File: config.mk
export PLATFORM = sky130hd
export DESIGN_NAME = spi_responder
export DESIGN_NICKNAME = d
export VERILOG_FILES = /design/src/rtl/spi_responder.sv
export SDC_FILE = /design/constraint.sdc
export NUM_CORES = 1
export LEC_CHECK = 0
export ABC_CLOCK_PERIOD_IN_PS = 5200
export BUFFER_PORTS_ARGS = -buffer_cell sky130_fd_sc_hd__buf_2
export CAP_MARGIN = 20
export CORE_MARGIN = 3
export CORE_UTILIZATION = 45
export DETAILED_ROUTE_END_ITERATION = 7
export GPL_ROUTABILITY_DRIVEN = 0
export PLACE_DENSITY = 0.66
export SLEW_MARGIN = 20
export SYNTH_ARGS = -nofsm -noshare
export SYNTH_HDL_FRONTEND = slang
export SYNTH_SLANG_ARGS = --single-unit
File: constraint.sdc
create_clock -name clk -period 5.2 [get_ports clk]
set_clock_uncertainty 0.1 [all_clocks]
set_input_delay 0.52 -clock clk [delete_from_list [all_inputs] [get_ports clk]]
set_output_delay 0.52 -clock clk [all_outputs]
set_load 0.1 [all_outputs]
File: src/rtl/spi_responder.sv
// SPI target for the spi_master link: oversamples SCLK/CS/DIN in the fabric clock domain,
// decodes address/data frames into register write/read strobes and drives DOUT/RDY.
module spi_responder #(
  parameter int unsigned ADDR_WIDTH = 8,
  parameter int unsigned DATA_WIDTH = 24
) (
  input  logic                  clk,
  input  logic                  rst,
  input  logic                  sclk,
  input  logic                  cs,
  input  logic                  din,
  output logic                  dout,
  output logic                  dout_oe,
  input  logic                  data_ready,
  output logic                  wr_strobe,
  output logic [ADDR_WIDTH-2:0] wr_addr,
  output logic [DATA_WIDTH-1:0] wr_data,
  output logic                  rd_strobe,
  output logic [ADDR_WIDTH-2:0] rd_addr,
  input  logic [DATA_WIDTH-1:0] rd_data,
  output logic                  frame_err
);

  localparam int unsigned MaxW = (ADDR_WIDTH > DATA_WIDTH) ? ADDR_WIDTH : DATA_WIDTH;
  localparam int unsigned CntW = $clog2(MaxW + 1);
  localparam logic [CntW-1:0] AddrLast = CntW'(ADDR_WIDTH - 1);
  localparam logic [CntW-1:0] DataLast = CntW'(DATA_WIDTH - 1);
  localparam logic [CntW-1:0] DataAll  = CntW'(DATA_WIDTH);

  typedef enum logic [1:0] {StIdle, StAddr, StWdata, StRdata} state_e;

  state_e state_q, state_d;

  logic sclk_s1, sclk_s2, sclk_d;
  logic cs_s1, cs_s2, cs_d;
  logic din_s1, din_s2;
  logic armed_q;

  logic [CntW-1:0]       bit_cnt_q, bit_cnt_d;
  logic [ADDR_WIDTH-1:0] addr_sr_q, addr_sr_d;
  logic [DATA_WIDTH-1:0] data_sr_q, data_sr_d;
  logic [DATA_WIDTH-1:0] dout_sr_q, dout_sr_d;
  logic                  dout_q, dout_d;
  logic                  wr_strobe_q, wr_strobe_d;
  logic                  rd_strobe_q, rd_strobe_d;
  logic                  frame_err_q, frame_err_d;
  logic [ADDR_WIDTH-2:0] wr_addr_q, wr_addr_d;
  logic [DATA_WIDTH-1:0] wr_data_q, wr_data_d;
  logic [ADDR_WIDTH-2:0] rd_addr_q, rd_addr_d;
  logic [1:0]            cap_q, cap_d;

  logic sclk_rise, sclk_fall, cs_rise, cs_fall;
  logic [ADDR_WIDTH-1:0] addr_next;
  logic [DATA_WIDTH-1:0] data_next;

  // CS sync flops reset low so a CS already low at reset release never looks like a fall.
  always_ff @(posedge clk or posedge rst) begin
    if (rst) begin
      sclk_s1 <= 1'b1;
      sclk_s2 <= 1'b1;
      sclk_d  <= 1'b1;
      cs_s1   <= 1'b0;
      cs_s2   <= 1'b0;
      cs_d    <= 1'b0;
      din_s1  <= 1'b0;
      din_s2  <= 1'b0;
      armed_q <= 1'b0;
    end else begin
      sclk_s1 <= sclk;
      sclk_s2 <= sclk_s1;
      sclk_d  <= sclk_s2;
      cs_s1   <= cs;
      cs_s2   <= cs_s1;
      cs_d    <= cs_s2;
      din_s1  <= din;
      din_s2  <= din_s1;
      if (cs_s2) armed_q <= 1'b1;
    end
  end

  assign sclk_rise = sclk_s2 & ~sclk_d;
  assign sclk_fall = ~sclk_s2 & sclk_d;
  assign cs_rise   = cs_s2 & ~cs_d;
  assign cs_fall   = ~cs_s2 & cs_d;
  assign addr_next = {addr_sr_q[ADDR_WIDTH-2:0], din_s2};
  assign data_next = {data_sr_q[DATA_WIDTH-2:0], din_s2};

  always_ff @(posedge clk or posedge rst) begin
    if (rst) state_q <= StIdle;
    else     state_q <= state_d;
  end

  always_comb begin
    state_d = state_q;
    unique case (state_q)
      StIdle: if (cs_fall) state_d = StAddr;
      StAddr: begin
        if (cs_rise) state_d = StIdle;
        else if (sclk_rise && bit_cnt_q == AddrLast)
          state_d = addr_next[ADDR_WIDTH-1] ? StRdata : StWdata;
      end
      StWdata: begin
        if (cs_rise) state_d = StIdle;
        else if (sclk_rise && bit_cnt_q == DataLast) state_d = StAddr;
      end
      StRdata: begin
        if (cs_rise) state_d = StIdle;
        else if (sclk_rise && bit_cnt_q == DataAll) state_d = StAddr;
      end
      default: state_d = StIdle;
    endcase
  end

  always_comb begin
    bit_cnt_d   = bit_cnt_q;
    addr_sr_d   = addr_sr_q;
    data_sr_d   = data_sr_q;
    dout_sr_d   = dout_sr_q;
    dout_d      = ~data_ready;
    wr_strobe_d = 1'b0;
    rd_strobe_d = 1'b0;
    frame_err_d = 1'b0;
    wr_addr_d   = wr_addr_q;
    wr_data_d   = wr_data_q;
    rd_addr_d   = rd_addr_q;
    cap_d       = {cap_q[0], rd_strobe_q};
    unique case (state_q)
      StIdle: if (cs_fall) bit_cnt_d = '0;
      StAddr: begin
        if (cs_rise) begin
          frame_err_d = (bit_cnt_q != '0);
        end else if (sclk_rise) begin
          addr_sr_d = addr_next;
          if (bit_cnt_q == AddrLast) begin
            bit_cnt_d = '0;
            if (addr_next[ADDR_WIDTH-1]) begin
              rd_strobe_d = 1'b1;
              rd_addr_d   = addr_next[ADDR_WIDTH-2:0];
            end
          end else begin
            bit_cnt_d = bit_cnt_q + CntW'(1);
          end
        end
      end
      StWdata: begin
        if (cs_rise) begin
          frame_err_d = 1'b1;
        end else if (sclk_rise) begin
          data_sr_d = data_next;
          if (bit_cnt_q == DataLast) begin
            wr_strobe_d = 1'b1;
            wr_addr_d   = addr_sr_q[ADDR_WIDTH-2:0];
            wr_data_d   = data_next;
            bit_cnt_d   = '0;
          end else begin
            bit_cnt_d = bit_cnt_q + CntW'(1);
          end
        end
      end
      StRdata: begin
        dout_d = dout_q;
        if (cs_rise) begin
          frame_err_d = 1'b1;
        end else if (sclk_fall && bit_cnt_q != DataAll) begin
          dout_d    = dout_sr_q[DATA_WIDTH-1];
          dout_sr_d = {dout_sr_q[DATA_WIDTH-2:0], 1'b0};
          bit_cnt_d = bit_cnt_q + CntW'(1);
        end else if (sclk_rise && bit_cnt_q == DataAll) begin
          bit_cnt_d = '0;
        end
      end
      default: ;
    endcase
    // Fabric read data is valid two cycles after rd_strobe.
    if (cap_q[1]) dout_sr_d = rd_data;
  end

  always_ff @(posedge clk or posedge rst) begin
    if (rst) begin
      bit_cnt_q   <= '0;
      addr_sr_q   <= '0;
      data_sr_q   <= '0;
      dout_sr_q   <= '0;
      dout_q      <= 1'b1;
      wr_strobe_q <= 1'b0;
      rd_strobe_q <= 1'b0;
      frame_err_q <= 1'b0;
      wr_addr_q   <= '0;
      wr_data_q   <= '0;
      rd_addr_q   <= '0;
      cap_q       <= '0;
    end else begin
      bit_cnt_q   <= bit_cnt_d;
      addr_sr_q   <= addr_sr_d;
      data_sr_q   <= data_sr_d;
      dout_sr_q   <= dout_sr_d;
      dout_q      <= dout_d;
      wr_strobe_q <= wr_strobe_d;
      rd_strobe_q <= rd_strobe_d;
      frame_err_q <= frame_err_d;
      wr_addr_q   <= wr_addr_d;
      wr_data_q   <= wr_data_d;
      rd_addr_q   <= rd_addr_d;
      cap_q       <= cap_d;
    end
  end

  assign dout      = dout_q;
  assign dout_oe   = armed_q & ~cs_s2;
  assign wr_strobe = wr_strobe_q;
  assign rd_strobe = rd_strobe_q;
  assign frame_err = frame_err_q;
  assign wr_addr   = wr_addr_q;
  assign wr_data   = wr_data_q;
  assign rd_addr   = rd_addr_q;

endmodule

# ---- Yosys cells after proc, flatten, opt, wreduce, memory -nomap -nowiden
# Index checks and enable logic that the tools add are counted.
dict set report word_totals {
  ff_bits 114
  wordCells 109
}
dict set report op_classes {
  mux 39
  bitwise 11
  n_addsub 1
  n_reduce_logical 17
  eq_ne 19
}
# operator count
set ops {}
lappend ops {{24-bit two-way mux} 4}
lappend ops {{5-bit two-way mux} 10}
lappend ops {{5-bit one-hot mux with 4 select lines} 1}
lappend ops {{2-bit inequality test (second input constant)} 8}
lappend ops {{1-bit two-way mux} 15}
lappend ops {{2-bit two-way mux} 7}
lappend ops {{3-bit inequality test (second input constant)} 4}
lappend ops {{5-bit equality test (second input constant)} 2}
lappend ops {{3-bit AND reduction} 3}
lappend ops {{2-bit one-hot mux with 4 select lines} 1}
lappend ops {{4-bit AND reduction} 2}
lappend ops {{7-bit AND reduction} 1}
lappend ops {{1-bit inverter} 6}
lappend ops {{5-bit by 1-bit adder with 5-bit output (second input constant)} 1}
lappend ops {{1-bit AND} 5}
lappend ops {{5-bit by 3-bit equality test with 1-bit output (second input constant)} 1}
lappend ops {{5-bit inequality test (second input constant)} 1}
lappend ops {{5-bit AND reduction} 1}
lappend ops {{5-bit nonzero test} 1}
lappend ops {{2-bit equality test (second input constant)} 2}
lappend ops {{1-bit logical AND} 4}
lappend ops {{2-bit nonzero test} 2}
lappend ops {{2-bit by 1-bit equality test with 1-bit output (second input constant)} 1}
lappend ops {{2-bit zero test} 1}
lappend ops {{3 further kinds} 3}

# ---- Logic depth before layout (Yosys ltp)
dict set report logic_depth {
  depth_word 7
  ltp_mapped 8
  depth_no_buf 7
}

# ---- Least setup slack after synthesis
# No wires, ideal clock.
dict set report synth_timing {
  path_type {register to output}
  start {register cs_s2}
  end {output dout_oe}
  path_stages_with_launch 2
  t_arrival_ns 1.776
  path_buffers 0
  slack_ns 2.804
  required_ns 4.580
  path_cell_list {dfrtp_1 -> nor2b_1}
}
dict set report synth_between {
  elab_chain_len 2
}
# item line
set synth_lines {}
lappend synth_lines {{start: declaration} 35} ;# logic cs_s1, cs_s2, cs_d;
lappend synth_lines {{start signal: assignment} 73} ;# cs_s2 <= cs_s1;
lappend synth_lines {{1-bit inverter} 209} ;# assign dout_oe = armed_q & ~cs_s2;
lappend synth_lines {{1-bit AND} 209}
lappend synth_lines {{end: declaration} 13} ;# output logic dout_oe,
# No other way between the ends.

# ---- Final worst setup path
dict set report layout_timing {
  start {register sclk_s2}
  end {register wr_data_q[15], in the netlist wr_data[15]}
}
dict set report layout_between {
  elab_chain_len 2
}
# item line
set layout_lines {}
lappend layout_lines {{start: declaration} 34} ;# logic sclk_s1, sclk_s2, sclk_d;
lappend layout_lines {{start signal: assignment} 70} ;# sclk_s2 <= sclk_s1;
lappend layout_lines {{1-bit AND} 81} ;# assign sclk_rise = sclk_s2 & ~sclk_d;
lappend layout_lines {{4-bit AND reduction (no source line)} n/a}
lappend layout_lines {{end signal: assignment} 202} ;# wr_data_q <= wr_data_d;
lappend layout_lines {{end: declaration} 48} ;# logic [DATA_WIDTH-1:0] wr_data_q, wr_data_d;
# No other way between the ends.
# A chain may end at the register's enable or synchronous reset.

==> results.json <==
{
  "stdcell_count": 548,
  "detail-route-antenna-nets": 0,
  "drive_gt1_frac": 0.451,
  "status": "finished, final reports clean",
  "cts_made_buffers": 17,
  "clk_latency_ns": 0.51,
  "drt_first_pass_iters": 8,
  "first_iter_violations": 222,
  "cts.path.max_buffers": 2,
  "via_count": 2904,
  "hold_buffers": 3,
  "critical_path_arrival_ns": 3.08,
  "crit-reg2reg-launch": "sclk_s2",
  "p_leak_uw": 0.00307,
  "final-hold-violation-count": 0,
  "period_needed_ns": 2.79,
  "cts_tree": "yes",
  "critPathSlowestCell": "nor2_4",
  "max_cap_viol_count": 0,
  "startpoint_type": "flip-flop",
  "whs_path_depth": 2,
  "hp-class": "input pin to flip-flop",
  "ys_seq_elements": 114,
  "overflow": 0,
  "grt_pass1_wl_mm": 14.4,
  "hpwl_mm": 5.49,
  "core_mm2": 0.00982,
  "yosysSeqAreaShare": 0.628,
  "crit_path_max_fanout": 32,
  "critical_path.max_stage_delay_ns": 0.83,
  "relSlewSlack": 0.391,
  "root_buffer": "clkbuf_8",
  "ys_types": 45,
  "clk_pin_slew_ns": 0.06,
  "critPathCaptureType": "flip-flop",
  "fp.dieW_um": 107,
  "diodes": 0,
  "rows": 36,
  "cts_max_level": 4,
  "dieHeight_um": 107,
  "grt_start_max_net_pins": 79,
  "max_freq_mhz": 358,
  "drc_errors": 0,
  "placed_cell_area_mm2": 0.00503,
  "synth-edff-count": 0,
  "hold_end": "dout",
  "setup_viol": 0,
  "fin_area_mm2": 0.00571,
  "io_pins": 73,
  "path_class": "flip-flop to flip-flop",
  "syn_nets": 354,
  "finalCritPeriodShare": 0.537,
  "syn_area_mm2": 0.00455,
  "final_util": 0.582,
  "synth_top_flop_cell": "dfrtp_1",
  "syn_inst": 322,
  "ys_warn_count": 0,
  "async_flop_share": 1.00,
  "hold_path.startpoint": "data_ready",
  "portBuffers": 72,
  "ctsResizeCount": 0,
  "drt-wirelength-per-cell_um": 15.5,
  "antenna_found_initial": 0,
  "power.density_mw_per_mm2": 447,
  "crit_chain": "nor2b_1, nand4_1, nor2_4, mux2_2",
  "post_cts_buffers": 0,
  "finalNetCount": 435,
  "worstMarginPinSlew_ns": 0.914,
  "syn_avg_cell_area_um2": 14.1,
  "clock_sinks": 114,
  "dp.cells": 512,
  "reg2reg_depth": 4,
  "cp-startpoint": "sclk_s2",
  "die-area_mm2": 0.0113,
  "regToRegEndpoint": "wr_data[15]",
  "worstPathRequired_ns": 5.49,
  "grt_setup_unrepaired": "no",
  "vdd_drop_max_mv": 0.210,
  "yosys-top-cells-area": "dfrtp_1, mux2_2, a222oi_1",
  "via_per_inst": 5.30,
  "synth_top_area_cell": "dfrtp_1",
  "initial_utilization": 0.463,
  "finalWirelength_mm": 8.48,
  "synth_top_area_frac": 0.605,
  "grt_pass1_vias": 2917,
  "hold_slack_ns": 0.0497,
  "slew_violations": 0,
  "reg2reg_slack_ns": 2.41,
  "fin_tns_setup_ns": 0,
  "track_usage": 0.162,
  "area_growth_pct": 25.6
}
## critical path, delay by kind of cell (launching register included)
kind	cells	cell delay [ns]
and+or+nand+nor	3	1.57
DFF	1	0.56
muxes	1	0.42
## registers in the layout, indices dropped and copies added, names as in the netlist, 2 cells and up
name and cells:
addr_sr_q 7, rd_addr 7, wr_addr 7, data_sr_q 23, cap_q 2, dout_sr_q 24, wr_data 24, state_q 2
bit_cnt_q 5
## stage by stage
| stage | power [uW] | setup slack (ns) |
|---|---|---|
| global route | 2680 | 2.23 |
| finish | 2560 | 2.41 |
| detailed placement | 1360 | 1.63 |
| CTS | 2580 | 1.55 |
| floorplan | 1280 | 1.57 |
| global placement | 1350 | 1.75 |
## where the power goes
| part | internal (uW) | switching [uW] | total, uW |
|---|---|---|---|
| clock | 822 | 384 | 1210 |
| combinational | 129 | 189 | 318 |
| sequential | 953 | 78.0 | 1030 |
## cell type report
type / instances / area, um2
fillers: 847 / 4110
flip-flops and latches: 114 / 2860
multi-input cells: 163 / 1530
clock buffers: 21 / 469
repair buffers: 78 / 417
well taps: 133 / 166
clock inverters: 10 / 155
inverters: 29 / 111
## routing by layer
metal  share of wire  GRT usage  vias up
met1            0.47      0.215     1465
met4           0.011     0.0575        0
li1                -          -     1359
met2            0.47      0.249       70
met5               0          0        -
met3           0.050     0.0571       10
## Yosys cell counts (all sizes together) (3+ instances only)
library cell,count
nand2,6
a211o,3
a222oi,23
buf,11
nor2,7
dfrtp,110
a21oi,7
clkbuf,5
nor3,4
o21ai,4
mux2,68
nand2b,3
dfstp,4
nor2b,5
a22o,3
inv,29
## how the worst max path moves through the flow
stage	to	slack, ns
6_report	wr_data[15]	2.41
3_5_place_dp	wr_data[18]	1.63
2_1_floorplan	addr_sr_q[0]	1.57
3_3_place_gp	wr_addr[6]	1.75
4_1_cts	wr_addr[5]	1.55
5_1_grt	wr_addr[5]	2.23
## layout by cell type (no fill, tap or decap), drive strengths merged, types with 3 or more instances in the layout
| cell | count |
|---|---|
| dfrtp | 110 |
| a211o | 3 |
| clkinv | 4 |
| inv | 29 |
| a222oi | 23 |
| nor2 | 7 |
| a21oi | 7 |
| clkbuf | 21 |
| a22o | 3 |
| dfstp | 4 |
| nand2 | 6 |
| bufinv | 4 |
| dlygate4sd3 | 3 |
| o21ai | 4 |
| nor2b | 5 |
| nand2b | 3 |
| buf | 75 |
| mux2 | 68 |
| nor3 | 4 |
## kinds of logic after synthesis
family,after synthesis,share of synthesized area
fa+ha+maj,2,0.00550
mux,70,0.173
flops,114,0.628
simple gates,42,0.0616
compound gates,49,0.0905
buf+inv,45,0.0413
(Power assumes the default switching activity.)
